$ cat src/rtl/id_ctrl_stage.sv
// id_ctrl_stage: RV32I decode/control stage producing the ID/EX control register.
// Adds a valid/ready handshake, redirect flush, load-use interlock and illegal flagging.
module id_ctrl_stage #(
  parameter int XLEN       = 32,
  parameter int ALU_CTRL_W = 5
) (
  input  logic                  clk,
  input  logic                  reset,
  input  logic                  if_valid,
  input  logic [31:0]           if_instr,
  input  logic [XLEN-1:0]       if_pc,
  output logic                  id_ready,
  input  logic                  ex_ready,
  input  logic                  flush,
  output logic                  ex_valid,
  output logic [ALU_CTRL_W-1:0] ex_alu_ctrl,
  output logic                  ex_alu_src,
  output logic                  ex_mem_wen,
  output logic                  ex_mem_ren,
  output logic                  ex_reg_wb,
  output logic                  ex_branch,
  output logic                  ex_jal,
  output logic                  ex_jalr,
  output logic                  ex_auipc,
  output logic [2:0]            ex_funct3,
  output logic [4:0]            ex_rs1,
  output logic [4:0]            ex_rs2,
  output logic [4:0]            ex_rd,
  output logic [XLEN-1:0]       ex_imm,
  output logic [XLEN-1:0]       ex_pc,
  output logic                  ex_illegal
);

  localparam logic [6:0] OPC_LUI    = 7'b0110111;
  localparam logic [6:0] OPC_AUIPC  = 7'b0010111;
  localparam logic [6:0] OPC_JAL    = 7'b1101111;
  localparam logic [6:0] OPC_JALR   = 7'b1100111;
  localparam logic [6:0] OPC_BRANCH = 7'b1100011;
  localparam logic [6:0] OPC_LOAD   = 7'b0000011;
  localparam logic [6:0] OPC_STORE  = 7'b0100011;
  localparam logic [6:0] OPC_OPIMM  = 7'b0010011;
  localparam logic [6:0] OPC_OP     = 7'b0110011;
  localparam logic [6:0] OPC_FENCE  = 7'b0001111;

  localparam logic [ALU_CTRL_W-1:0] ALU_ADD   = ALU_CTRL_W'(5'h00);
  localparam logic [ALU_CTRL_W-1:0] ALU_SUB   = ALU_CTRL_W'(5'h01);
  localparam logic [ALU_CTRL_W-1:0] ALU_XOR   = ALU_CTRL_W'(5'h02);
  localparam logic [ALU_CTRL_W-1:0] ALU_OR    = ALU_CTRL_W'(5'h03);
  localparam logic [ALU_CTRL_W-1:0] ALU_AND   = ALU_CTRL_W'(5'h04);
  localparam logic [ALU_CTRL_W-1:0] ALU_SLL   = ALU_CTRL_W'(5'h05);
  localparam logic [ALU_CTRL_W-1:0] ALU_SRL   = ALU_CTRL_W'(5'h06);
  localparam logic [ALU_CTRL_W-1:0] ALU_BEQ   = ALU_CTRL_W'(5'h07);
  localparam logic [ALU_CTRL_W-1:0] ALU_BNE   = ALU_CTRL_W'(5'h08);
  localparam logic [ALU_CTRL_W-1:0] ALU_SLT   = ALU_CTRL_W'(5'h09);
  localparam logic [ALU_CTRL_W-1:0] ALU_SRA   = ALU_CTRL_W'(5'h0A);
  localparam logic [ALU_CTRL_W-1:0] ALU_AUIPC = ALU_CTRL_W'(5'h0B);
  localparam logic [ALU_CTRL_W-1:0] ALU_BLT   = ALU_CTRL_W'(5'h0C);
  localparam logic [ALU_CTRL_W-1:0] ALU_BGE   = ALU_CTRL_W'(5'h0D);
  localparam logic [ALU_CTRL_W-1:0] ALU_SLTU  = ALU_CTRL_W'(5'h0E);
  localparam logic [ALU_CTRL_W-1:0] ALU_PASSB = ALU_CTRL_W'(5'h0F);
  localparam logic [ALU_CTRL_W-1:0] ALU_BLTU  = ALU_CTRL_W'(5'h10);
  localparam logic [ALU_CTRL_W-1:0] ALU_BGEU  = ALU_CTRL_W'(5'h11);

  typedef struct packed {
    logic                  valid;
    logic [ALU_CTRL_W-1:0] alu_ctrl;
    logic                  alu_src;
    logic                  mem_wen;
    logic                  mem_ren;
    logic                  reg_wb;
    logic                  branch;
    logic                  jal;
    logic                  jalr;
    logic                  auipc;
    logic [2:0]            funct3;
    logic [4:0]            rs1;
    logic [4:0]            rs2;
    logic [4:0]            rd;
    logic [XLEN-1:0]       imm;
    logic [XLEN-1:0]       pc;
    logic                  illegal;
  } ex_t;

  typedef enum logic [0:0] {ST_RUN = 1'b0, ST_BUBBLE = 1'b1} state_t;

  // Sign-extend a 32-bit immediate to the datapath width.
  function automatic logic [XLEN-1:0] sext32(input logic [31:0] v);
    sext32 = {{(XLEN-31){v[31]}}, v[30:0]};
  endfunction

  logic [6:0] opcode;
  logic [2:0] funct3;
  logic [6:0] funct7;
  logic [4:0] rs1, rs2, rd;
  logic       f7_zero, f7_alt;
  logic       uses_rs2;
  logic       ill;
  logic [31:0] imm32;
  logic       hazard;
  ex_t        dec;
  ex_t        ex_d, ex_q;
  state_t     state_d, state_q;

  assign opcode  = if_instr[6:0];
  assign rd      = if_instr[11:7];
  assign funct3  = if_instr[14:12];
  assign rs1     = if_instr[19:15];
  assign rs2     = if_instr[24:20];
  assign funct7  = if_instr[31:25];
  assign f7_zero = (funct7 == 7'b0000000);
  assign f7_alt  = (funct7 == 7'b0100000);

  // Decode the IF/ID instruction into a candidate ID/EX record.
  always_comb begin
    dec          = '0;
    ill          = 1'b0;
    imm32        = 32'd0;
    uses_rs2     = 1'b0;
    dec.valid    = 1'b1;
    dec.alu_ctrl = ALU_ADD;
    dec.funct3   = funct3;
    dec.rs1      = rs1;
    dec.rs2      = rs2;
    dec.rd       = rd;
    dec.pc       = if_pc;
    case (opcode)
      OPC_LUI: begin
        dec.alu_ctrl = ALU_PASSB; dec.alu_src = 1'b1; dec.reg_wb = 1'b1;
        imm32 = {if_instr[31:12], 12'd0};
      end
      OPC_AUIPC: begin
        dec.alu_ctrl = ALU_AUIPC; dec.alu_src = 1'b1; dec.reg_wb = 1'b1; dec.auipc = 1'b1;
        imm32 = {if_instr[31:12], 12'd0};
      end
      OPC_JAL: begin
        dec.alu_src = 1'b1; dec.reg_wb = 1'b1; dec.jal = 1'b1;
        imm32 = {{11{if_instr[31]}}, if_instr[31], if_instr[19:12], if_instr[20], if_instr[30:21], 1'b0};
      end
      OPC_JALR: begin
        dec.alu_src = 1'b1; dec.reg_wb = 1'b1; dec.jalr = 1'b1;
        imm32 = {{20{if_instr[31]}}, if_instr[31:20]};
        ill = (funct3 != 3'b000);
      end
      OPC_BRANCH: begin
        dec.branch = 1'b1; uses_rs2 = 1'b1;
        imm32 = {{19{if_instr[31]}}, if_instr[31], if_instr[7], if_instr[30:25], if_instr[11:8], 1'b0};
        case (funct3)
          3'b000:  dec.alu_ctrl = ALU_BEQ;
          3'b001:  dec.alu_ctrl = ALU_BNE;
          3'b100:  dec.alu_ctrl = ALU_BLT;
          3'b101:  dec.alu_ctrl = ALU_BGE;
          3'b110:  dec.alu_ctrl = ALU_BLTU;
          3'b111:  dec.alu_ctrl = ALU_BGEU;
          default: ill = 1'b1;
        endcase
      end
      OPC_LOAD: begin
        dec.alu_src = 1'b1; dec.mem_ren = 1'b1; dec.reg_wb = 1'b1;
        imm32 = {{20{if_instr[31]}}, if_instr[31:20]};
        ill = (funct3 == 3'b011) | (funct3 == 3'b110) | (funct3 == 3'b111);
      end
      OPC_STORE: begin
        dec.alu_src = 1'b1; dec.mem_wen = 1'b1; uses_rs2 = 1'b1;
        imm32 = {{20{if_instr[31]}}, if_instr[31:25], if_instr[11:7]};
        ill = (funct3[2] == 1'b1) | (funct3 == 3'b011);
      end
      OPC_OPIMM: begin
        dec.alu_src = 1'b1; dec.reg_wb = 1'b1;
        imm32 = {{20{if_instr[31]}}, if_instr[31:20]};
        case (funct3)
          3'b000:  dec.alu_ctrl = ALU_ADD;
          3'b010:  dec.alu_ctrl = ALU_SLT;
          3'b011:  dec.alu_ctrl = ALU_SLTU;
          3'b100:  dec.alu_ctrl = ALU_XOR;
          3'b110:  dec.alu_ctrl = ALU_OR;
          3'b111:  dec.alu_ctrl = ALU_AND;
          3'b001:  begin dec.alu_ctrl = ALU_SLL; ill = ~f7_zero; end
          3'b101:  begin dec.alu_ctrl = f7_alt ? ALU_SRA : ALU_SRL; ill = ~(f7_zero | f7_alt); end
          default: ill = 1'b1;
        endcase
      end
      OPC_OP: begin
        dec.reg_wb = 1'b1; uses_rs2 = 1'b1;
        case (funct3)
          3'b000:  begin dec.alu_ctrl = f7_alt ? ALU_SUB : ALU_ADD; ill = ~(f7_zero | f7_alt); end
          3'b101:  begin dec.alu_ctrl = f7_alt ? ALU_SRA : ALU_SRL; ill = ~(f7_zero | f7_alt); end
          3'b001:  begin dec.alu_ctrl = ALU_SLL;  ill = ~f7_zero; end
          3'b010:  begin dec.alu_ctrl = ALU_SLT;  ill = ~f7_zero; end
          3'b011:  begin dec.alu_ctrl = ALU_SLTU; ill = ~f7_zero; end
          3'b100:  begin dec.alu_ctrl = ALU_XOR;  ill = ~f7_zero; end
          3'b110:  begin dec.alu_ctrl = ALU_OR;   ill = ~f7_zero; end
          3'b111:  begin dec.alu_ctrl = ALU_AND;  ill = ~f7_zero; end
          default: ill = 1'b1;
        endcase
      end
      OPC_FENCE: ill = (funct3 != 3'b000);
      default:   ill = 1'b1;
    endcase
    dec.imm     = sext32(imm32);
    dec.illegal = ill;
    // Illegal instructions travel as valid but may not touch state or redirect.
    dec.mem_wen = dec.mem_wen & ~ill;
    dec.mem_ren = dec.mem_ren & ~ill;
    dec.branch  = dec.branch  & ~ill;
    dec.jal     = dec.jal     & ~ill;
    dec.jalr    = dec.jalr    & ~ill;
    dec.reg_wb  = dec.reg_wb  & ~ill & (rd != 5'd0);
  end

  assign hazard = ex_q.valid & ex_q.mem_ren & (ex_q.rd != 5'd0) &
                  ((ex_q.rd == rs1) | ((ex_q.rd == rs2) & uses_rs2));

  // Select the next ID/EX contents by update priority.
  always_comb begin
    ex_d = '0;
    if (flush) begin
      ex_d = '0;
    end else if (!ex_ready) begin
      ex_d = ex_q;
    end else if (hazard) begin
      ex_d = '0;
    end else if (if_valid) begin
      ex_d = dec;
    end else begin
      ex_d = '0;
    end
  end

  // FSM next state: a hazard accepted by EX inserts exactly one bubble.
  always_comb begin
    state_d = ST_RUN;
    if (flush) begin
      state_d = ST_RUN;
    end else begin
      case (state_q)
        ST_RUN:    state_d = (hazard & ex_ready) ? ST_BUBBLE : ST_RUN;
        ST_BUBBLE: state_d = ST_RUN;
        default:   state_d = ST_RUN;
      endcase
    end
  end

  // FSM output: accept a new instruction only when it can move into ID/EX.
  always_comb begin
    id_ready = 1'b0;
    case (state_q)
      ST_RUN:    id_ready = ~flush & ex_ready & ~hazard;
      ST_BUBBLE: id_ready = ~flush & ex_ready & ~hazard;
      default:   id_ready = 1'b0;
    endcase
  end

  // FSM state register.
  always_ff @(posedge clk) begin
    if (reset) state_q <= ST_RUN;
    else       state_q <= state_d;
  end

  // ID/EX pipeline register.
  always_ff @(posedge clk) begin
    if (reset) ex_q <= '0;
    else       ex_q <= ex_d;
  end

  assign ex_valid    = ex_q.valid;
  assign ex_alu_ctrl = ex_q.alu_ctrl;
  assign ex_alu_src  = ex_q.alu_src;
  assign ex_mem_wen  = ex_q.mem_wen;
  assign ex_mem_ren  = ex_q.mem_ren;
  assign ex_reg_wb   = ex_q.reg_wb;
  assign ex_branch   = ex_q.branch;
  assign ex_jal      = ex_q.jal;
  assign ex_jalr     = ex_q.jalr;
  assign ex_auipc    = ex_q.auipc;
  assign ex_funct3   = ex_q.funct3;
  assign ex_rs1      = ex_q.rs1;
  assign ex_rs2      = ex_q.rs2;
  assign ex_rd       = ex_q.rd;
  assign ex_imm      = ex_q.imm;
  assign ex_pc       = ex_q.pc;
  assign ex_illegal  = ex_q.illegal;

endmodule
$ cat config.mk
export PLATFORM = sky130hd
export DESIGN_NAME = id_ctrl_stage
export DESIGN_NICKNAME = d
export VERILOG_FILES = /design/src/rtl/id_ctrl_stage.sv
export SDC_FILE = /design/constraint.sdc
export NUM_CORES = 1
export LEC_CHECK = 0
export CAP_MARGIN = 40
export CORE_AREA = 5 5 91 114
export DETAILED_ROUTE_END_ITERATION = 8
export DIE_AREA = 0 0 96 119
export PLACE_DENSITY = 0.84
export SLEW_MARGIN = 15
export SYNTH_ARGS = -nofsm -noshare
export SYNTH_HDL_FRONTEND = slang
export SYNTH_SLANG_ARGS = --single-unit
export TNS_END_PERCENT = 30
$ cat constraint.sdc
create_clock -name clk -period 3.8 [get_ports clk]
set_input_delay 1.14 -clock clk [delete_from_list [all_inputs] [get_ports clk]]
set_output_delay 1.14 -clock clk [all_outputs]
set_load 0.01 [all_outputs]
==> flow_metrics.tcl, run 1 <==
set metrics [dict create \
    status "finished, final reports clean" \
    ys_types 57 \
    synth_edf_count 0 \
    grt_use_total_pct 24.6 \
    cts_made_buffers 9 \
    diodes 0 \
    slew_headroom_pct 59.3 \
    numPortBuffers 166 \
    rsz0062_at_grt "no" \
    num_vias 4071 \
    fin_crit_ns 3.72 \
    placed_cells 710 \
    fp.dieW_um 96 \
    pwr-share-comb_pct 11.2 \
    fmax_mhz 269 \
    place_congestion 0.932 \
    clkLatencyLatePin_ns 0.35 \
    drive_gt1_share_pct 9.95 \
    grt_pass1_wl_mm 21.9 \
    rows 39 \
    drt_iter0_drc 302 \
    clock-sinks 97 \
    grt-ovfl-total 0 \
    grt_max_degree 61 \
    route.detailed.wl_per_inst_um 19.1 \
    vdd_drop_max_mv 0.205 \
    finClkSkew_ns 0.00617 \
    drc 0 \
    final_cell_count_no_fill 726 \
    yosys_warnings 0 \
    cts_tree "done" \
    total_power_uw 2220 \
    die_y_um 119 \
    finalHoldViolations 0 \
    layout_commonest_cell "clkdlybuf4s50_1" \
    cts_post_setup_buffers_inserted 0 \
    fillers 768 \
    syn2layout_area_growth_pct 55.9 \
    criticalPathCategory "input port to primary output" \
    p_int_uw 1710 \
    fp.dieArea_um2 11400 \
    pin_count 167 \
    firstDrtPassIters 6 \
    synth_seq_cells 97 \
    timing.final.max_slew_violations 0 \
    clkTransAtPathRegs_ns 0.06 \
    final_nets 667 \
    synthArstFlopShare_pct 0 \
    switchingPower_uw 509 \
    initial_core_util_pct 43.9 \
    setup_violations 0 \
    syn_nets 490 \
    pwr_density_cell_nw_per_um2 357 \
    critPathCaptureType "primary output" \
    antenna_found_initial 0 \
    grt_pass1_vias 4231 \
    critPathLaunchType "input port" \
    antenna_left 0 \
    viasPerCell 5.61 \
    crit_arrival_ns 2.58 \
    power_frac_seq_pct 46.7 \
    ys_top_cells_by_area "dfxtp_1, a22o_1, o21ai_0, nand2_1, a21oi_1" \
    htree_levels 3 \
    post-synth-top-area-fraction_pct 48.7 \
    avgSynthCellArea_um2 9.47 \
    fin_crit_sh_pct 97.9 \
    synth-main-ff-cell "dfxtp_1" \
    cts.path.max_buffers 2 \
    critPathMaxFanout 2 \
    layout_common_cells "clkdlybuf4s50_1, dfxtp_1, a22o_1" \
    min_path_type "flop to flop" \
    tightest_slew_ns 0.611 \
    p_clk_share_pct 42.1 \
    wl_mm 13.9 \
    hpwl_mm 10.5 \
    p_leak_uw 0.00225 \
    yosysSeqAreaShare_pct 48.7 \
    core_area_um2 9080 \
    cts-root-buf "clkbuf_16" \
    synthCells 421 \
    critPathRequiredTime_ns 2.66 \
    syn_area_um2 3990 \
    yosysTopAreaCell "dfxtp_1" \
    swShare_pct 22.9 \
    cap_violations 0 \
]
==> sequential cells by signal, summed over array words and instances, names as in the netlist <==
signal       count
ex_alu_src       1
ex_rs2           5
ex_branch        1
ex_imm          32
ex_valid         1
ex_mem_ren       1
ex_rd            5
ex_reg_wb        1
ex_funct3        3
ex_illegal       1
ex_pc           32
ex_jal           1
ex_alu_ctrl      5
ex_auipc         1
ex_jalr          1
ex_mem_wen       1
ex_rs1           5
==> cells in the mapped netlist, drive strengths merged (2+ instances only) <==
cell	number
dfxtp	97
nand4b	2
nor3b	2
xor2	5
nor2b	7
nand2	50
o31ai	6
or4	2
a32o	8
and2	4
a211oi	2
o21bai	3
nor4	2
clkbuf	19
o21ai	41
nand4	3
a22o	51
nand3	6
a221oi	2
and3b	2
a22oi	4
or2	2
nor3	4
a21oi	28
o22ai	2
buf	12
nand2b	5
xnor2	6
o211ai	4
inv	3
a31oi	2
nor2	16
a311oi	2
==> kinds of logic (layout without fill, tap and decap cells) <==
kind of cell / Yosys count / after routing / share of synthesized area [%]
compound gates: 164 / 164 / 29.4
simple gates: 113 / 113 / 14.5
flops: 97 / 97 / 48.7
buf+inv: 34 / 216 / 4.46
xor+xnor: 11 / 11 / 2.42
fa+ha+maj: 1 / 1 / 0.251
mux: 1 / 1 / 0.251
==> timing repair <==
item,in CTS,in global routing
pin swaps,1,4
endpoints found under the setup margin,1,1
gates resized for setup,6,7
hold buffers,0,0
==> metal layers <==
metal,track usage [%],wire (um),vias to the layer above
li1,-,-,1925
met1,28.6,5220,1953
met2,41.6,7120,163
met3,4.41,993,30
met4,13.7,533,0
met5,0,0,-
==> worst paths after layout <==
path | cells past startpoint | from | endpoint | slack, ns
hold / removal | 2 | ex_imm[30] | ex_imm[30] | 0.46
hold reg to reg | 2 | ex_imm[30] | ex_imm[30] | 0.46
setup / recovery | 7 | if_instr[2] | id_ready | 0.08
setup reg to reg | 5 | ex_rd[0] | ex_rs2[2] | 1.71
==> critical path: stages <==
cell	delay, ns
clkdlybuf4s50_1	0.48
and4bb_2	0.26
nand3_1	0.09
a2bb2oi_2	0.22
nor2_2	0.07
nor3b_2	0.17
buf_2	0.15
==> stage by stage <==
stage	cell area (um^2)	TNS [ns]	hold WS [ns]	setup WS (ns)	utilization [%]
final	6210	0	0.460	0.0803	68.5
after global routing	6210	0	0.489	0.00376	68.5
after CTS	6190	0	0.463	0.0214	68.2
after detailed placement	5880	-0.419	0.448	-0.419	64.7
after global placement	5880	-0.381	0.438	-0.381	64.7
after floorplan	3990	0	0.477	0.558	-
==> final cells by class <==
type	instances	area [um^2]	share of cell area (%)
flip-flops and latches	97	1940	31.2
repair buffers	197	1900	30.6
multi-input cells	290	1890	30.5
clock buffers	11	253	4.07
well taps	123	154	2.48
clock inverters	5	62.6	1.01
inverters	3	11.3	0.181
==> power groups by stage <==
stage | clock (uW) | combinational (uW) | sequential [uW]
floorplan | 0 | 86.0 | 1060
global placement | 0 | 239 | 1060
detailed placement | 0 | 244 | 1060
CTS | 950 | 246 | 1040
global route | 997 | 263 | 1040
finish | 935 | 248 | 1040
Note: power is estimated with default switching activity, not from simulation.
==> run 2: changes to the inputs <==
--- a/config.mk
+++ b/config.mk
@@ -9,8 +9,7 @@
 export CORE_AREA = 5 5 91 114
 export DETAILED_ROUTE_END_ITERATION = 8
 export DIE_AREA = 0 0 96 119
-export PLACE_DENSITY = 0.84
-export SLEW_MARGIN = 15
+export PLACE_DENSITY = 0.82
 export SYNTH_ARGS = -nofsm -noshare
 export SYNTH_HDL_FRONTEND = slang
 export SYNTH_SLANG_ARGS = --single-unit
==> flow_metrics.tcl, run 2 (synthesis gave the netlist of run 1 again) <==
set metrics [dict create \
    status "finished, final reports clean" \
    critPathLaunchType "input port" \
    critPathMaxFanout 2 \
    setup_violations 0 \
    p_leak_uw 0.00224 \
    htree_levels 3 \
    crit_slowest_cell "clkdlybuf4s50_1" \
    crit_arrival_ns 2.60 \
    die_y_um 119 \
    pin_count 167 \
    vdd_drop_max_mv 0.242 \
    min_from "ex_jalr" \
    cts_tree "done" \
    firstDrtPassIters 5 \
    fp.dieW_um 96 \
    place_congestion 0.881 \
    cts-root-buf "clkbuf_16" \
    cap_violations 0 \
    drt_iter0_drc 277 \
    min_to "ex_jalr" \
    criticalPathCategory "input port to primary output" \
    tns_ns 0 \
    min_path_type "flop to flop" \
    placed_cells 711 \
    slowest_delay_ns 0.48 \
    final_nets 668 \
    wl_mm 13.3 \
    finish.utilization_pct 68.3 \
    finClkSkew_ns 0.00616 \
    num_vias 4079 \
    regToRegSetupSlack_ns 1.74 \
    cp_top_family "buffers and inverters" \
    holdPathStages 2 \
    hpwl_mm 10.0 \
    finalHoldViolations 0 \
    fin_crit_ns 3.74 \
    layout_commonest_cell "clkdlybuf4s50_1" \
    clkTransAtPathRegs_ns 0.06 \
    grt_pass1_wl_mm 21.0 \
    grt-ovfl-total 0 \
    r2r-end "ex_rd[0]" \
    pwr_density_cell_nw_per_um2 354 \
    rows 39 \
    drc 0 \
    grt_pass1_vias 4017 \
    critPathBufInv 2 \
    fp.dieArea_um2 11400 \
    fmax_mhz 267 \
    cts_made_buffers 9 \
    cts_post_setup_buffers_inserted 0 \
    clock-sinks 97 \
    timing.final.max_slew_violations 0 \
    antenna_found_initial 0 \
    syn2layout_area_growth_pct 55.6 \
    viasPerCell 5.61 \
    tightest_slew_ns 0.662 \
    fin_crit_sh_pct 98.4 \
    core_area_um2 9080 \
    reg2regPathDepth 5 \
    numPortBuffers 166 \
    final_cell_count_no_fill 727 \
    critPathCaptureType "primary output" \
    antenna_left 0 \
    initial_core_util_pct 43.9 \
    route.detailed.wl_per_inst_um 18.3 \
    layout_common_cells "clkdlybuf4s50_1, dfxtp_1, a22o_1" \
    cts.path.max_buffers 2 \
    slew_headroom_pct 55.9 \
    hold_buffers 0 \
    cp_cell_sequence "clkdlybuf4s50_1, and4bb_2, nand3_2, a2bb2oi_2, nor2_1, nor3b_1, buf_2" \
    diodes 0 \
    critPathRequiredTime_ns 2.66 \
    clkLatencyLatePin_ns 0.34 \
    grt_use_total_pct 23.3 \
    r2r_start "ex_rd[1]" \
    drive_gt1_share_pct 9.77 \
    grt_max_degree 65 \
    rsz0062_at_grt "no" \
]
-- run 2: how the worst max path moves through the flow --
stage	startpoint	end	slack (ns)	cells after the start
global route	if_instr[3]	id_ready	0.004	7
floorplan	if_instr[2]	id_ready	0.56	5
CTS	if_instr[2]	id_ready	0.05	7
global placement	if_instr[4]	id_ready	-0.39	8
finish	if_instr[3]	id_ready	0.06	7
detailed placement	if_instr[4]	id_ready	-0.37	8
-- run 2: worst register-to-register path, delay by kind of cell (launching register included) --
family,cells,cell delay [ns]
flops,1,0.39
buf+inv,1,0.38
simple gates,1,0.57
compound gates,3,0.67
-- run 2: cell type report --
class | count | area [um^2]
inverter | 3 | 11.3
sequential | 97 | 1940
multi-input combinational | 290 | 1880
clock buffer | 12 | 256
fill | 735 | 2870
tap | 123 | 154
clock inverter | 4 | 51.3
timing repair buffer | 198 | 1900
-- run 2: layer usage --
metal	GRT usage (%)	routed length, um	up-vias
li1	-	-	1931
met1	28.7	5310	1946
met2	39.0	6680	173
met3	3.47	798	29
met4	11.2	495	0
met5	0	0	-
-- run 2: metrics by stage --
step | setup slack, ns | total power [uW] | hold slack (ns) | instance area, um^2
floorplan | 0.558 | 1150 | 0.477 | 3990
global placement | -0.393 | 1300 | 0.435 | 5880
detailed placement | -0.368 | 1300 | 0.441 | 5880
CTS | 0.0489 | 2210 | 0.455 | 6190
global route | 0.00421 | 2270 | 0.471 | 6200
finish | 0.0611 | 2200 | 0.454 | 6200
-- run 2: repair_timing --
action,in CTS,in global routing
gates cloned,0,0
endpoints found under the setup margin,1,1
pin swaps,2,4
resized for setup,5,5
-- run 2: power breakdown --
part | total [uW] | switching [uW] | internal (uW)
logic | 246 | 112 | 133
registers | 1040 | 8.09 | 1030
clock network | 915 | 369 | 546
==> run 3: changes to the inputs <==
--- a/config.mk
+++ b/config.mk
@@ -9,7 +9,7 @@
 export CORE_AREA = 5 5 91 114
 export DETAILED_ROUTE_END_ITERATION = 8
 export DIE_AREA = 0 0 96 119
-export PLACE_DENSITY = 0.82
+export DONT_BUFFER_PORTS = 1
 export SYNTH_ARGS = -nofsm -noshare
 export SYNTH_HDL_FRONTEND = slang
 export SYNTH_SLANG_ARGS = --single-unit
==> flow_metrics.tcl, run 3 (synthesis gave the netlist of run 1 again) <==
set metrics [dict create \
    regToRegSetupSlack_ns 1.46 \
    wl_mm 11.6 \
    core_area_um2 9080 \
    diodes 0 \
    die_y_um 119 \
    route.detailed.wl_per_inst_um 21.6 \
    tns_ns 0 \
    fin_crit_sh_pct 86.0 \
    reg2regPathDepth 5 \
    post_cts_resized 0 \
    critPathRequiredTime_ns 2.66 \
    rsz0062_at_grt "no" \
    grt_pass1_wl_mm 17.7 \
    setup_violations 0 \
    placed_cells 521 \
    htree_levels 3 \
    grt_use_total_pct 20.2 \
    initial_core_util_pct 43.9 \
    syn2layout_area_growth_pct 9.07 \
    finalHoldViolations 0 \
    cts_tree "done" \
    r2r_start "ex_rd[0]" \
    clock-sinks 97 \
    drc 0 \
    status "finished, final reports clean" \
    finish.instance_area_um2 4350 \
    fp.dieW_um 96 \
    finClkSkew_ns 0.00611 \
    slew_headroom_pct 49.6 \
    fillers 890 \
    place_congestion 0.868 \
    cts_post_setup_buffers_inserted 0 \
    p_clk_share_pct 42.3 \
    grt-ovfl-total 0 \
    drive_gt1_share_pct 7.73 \
    cts-root-buf "clkbuf_16" \
    cap_violations 0 \
    holdPathStages 2 \
    hpwl_mm 8.71 \
    pin_count 167 \
    criticalPathCategory "input port to primary output" \
    p_int_uw 1530 \
    pwr-share-comb_pct 4.8 \
    cts_made_buffers 9 \
    min_to "ex_imm[28]" \
    pwr_density_cell_nw_per_um2 454 \
    clkTransAtPathRegs_ns 0.06 \
    crit_arrival_ns 2.13 \
    cts.path.max_buffers 2 \
    min_from "ex_imm[28]" \
    critPathLaunchType "input port" \
    layout_commonest_cell "dfxtp_1" \
    antenna_found_initial 0 \
    vdd_drop_max_mv 0.202 \
    fp.dieArea_um2 11400 \
    placed_area_um2 4070 \
    cp-startpoint "if_instr[2]" \
    fin_crit_ns 3.27 \
    p_leak_uw 0.00148 \
    grt_max_degree 80 \
    grt_pass1_vias 3153 \
    hold_buffers 0 \
    final_nets 478 \
    final_cell_count_no_fill 537 \
    switchingPower_uw 439 \
    layout_common_cells "dfxtp_1, a22o_1, nand2_1" \
    power_frac_seq_pct 52.9 \
    r2r-end "ex_imm[6]" \
    fmax_mhz 306 \
    rows 39 \
    clkLatencyLatePin_ns 0.34 \
    firstDrtPassIters 5 \
    viasPerCell 6.05 \
    critPathMaxFanout 15 \
    timing.hold.ws_ns 0.507 \
    total_power_uw 1970 \
    drt_iter0_drc 217 \
    critPathCaptureType "primary output" \
    timing.final.max_slew_violations 0 \
    num_vias 3249 \
    swShare_pct 22.3 \
    numPortBuffers 0 \
    min_path_type "flop to flop" \
    antenna_left 0 \
    tightest_slew_ns 0.752 \
]
-- run 3: power groups by stage --
| stage | registers (uW) | clock network, uW | logic [uW] |
|---|---|---|---|
| after floorplan | 1060 | 0 | 86.0 |
| after global placement | 1070 | 0 | 95.9 |
| after detailed placement | 1070 | 0 | 95.5 |
| after CTS | 1050 | 861 | 95.6 |
| after global routing | 1050 | 914 | 105 |
| final | 1040 | 834 | 94.8 |
-- run 3: final cells by class --
type	count	area [um^2]	share of cell area (%)
Sequential cell	97	1940	44.7
Multi-Input combinational cell	290	1870	43.1
Clock buffer	11	243	5.58
Tap cell	123	154	3.54
Timing Repair Buffer	8	85.1	1.96
Clock inverter	5	38.8	0.892
Inverter	3	11.3	0.259
-- run 3: worst max-delay path by stage --
stage               slack (ns)  endpoint  depth (start not counted)
floorplan                 0.56  id_ready                          5
global placement          0.51  id_ready                          5
detailed placement        0.51  id_ready                          5
CTS                       0.51  id_ready                          5
global route              0.46  id_ready                          5
finish                    0.53  id_ready                          5
-- run 3: per-stage QoR --
step / worst slack (ns) / utilization [%]
after global routing: 0.457 / 47.9
final: 0.533 / 47.9
after floorplan: 0.558 / -
after global placement: 0.506 / 44.8
after CTS: 0.507 / 47.9
after detailed placement: 0.507 / 44.8
-- run 3: critical path: stages --
cell	delay [ns]
and4bb_2	0.25
nand3_1	0.09
a2bb2oi_2	0.17
nor2_1	0.08
nor3b_1	0.39
-- run 3: routing by layer --
layer / up-vias / wire, um / global-route usage (%)
met5: - / 0 / 0
met1: 1546 / 4610 / 24.5
met2: 141 / 5620 / 32.1
li1: 1545 / - / -
met4: 0 / 235 / 7.83
met3: 17 / 1110 / 7.44
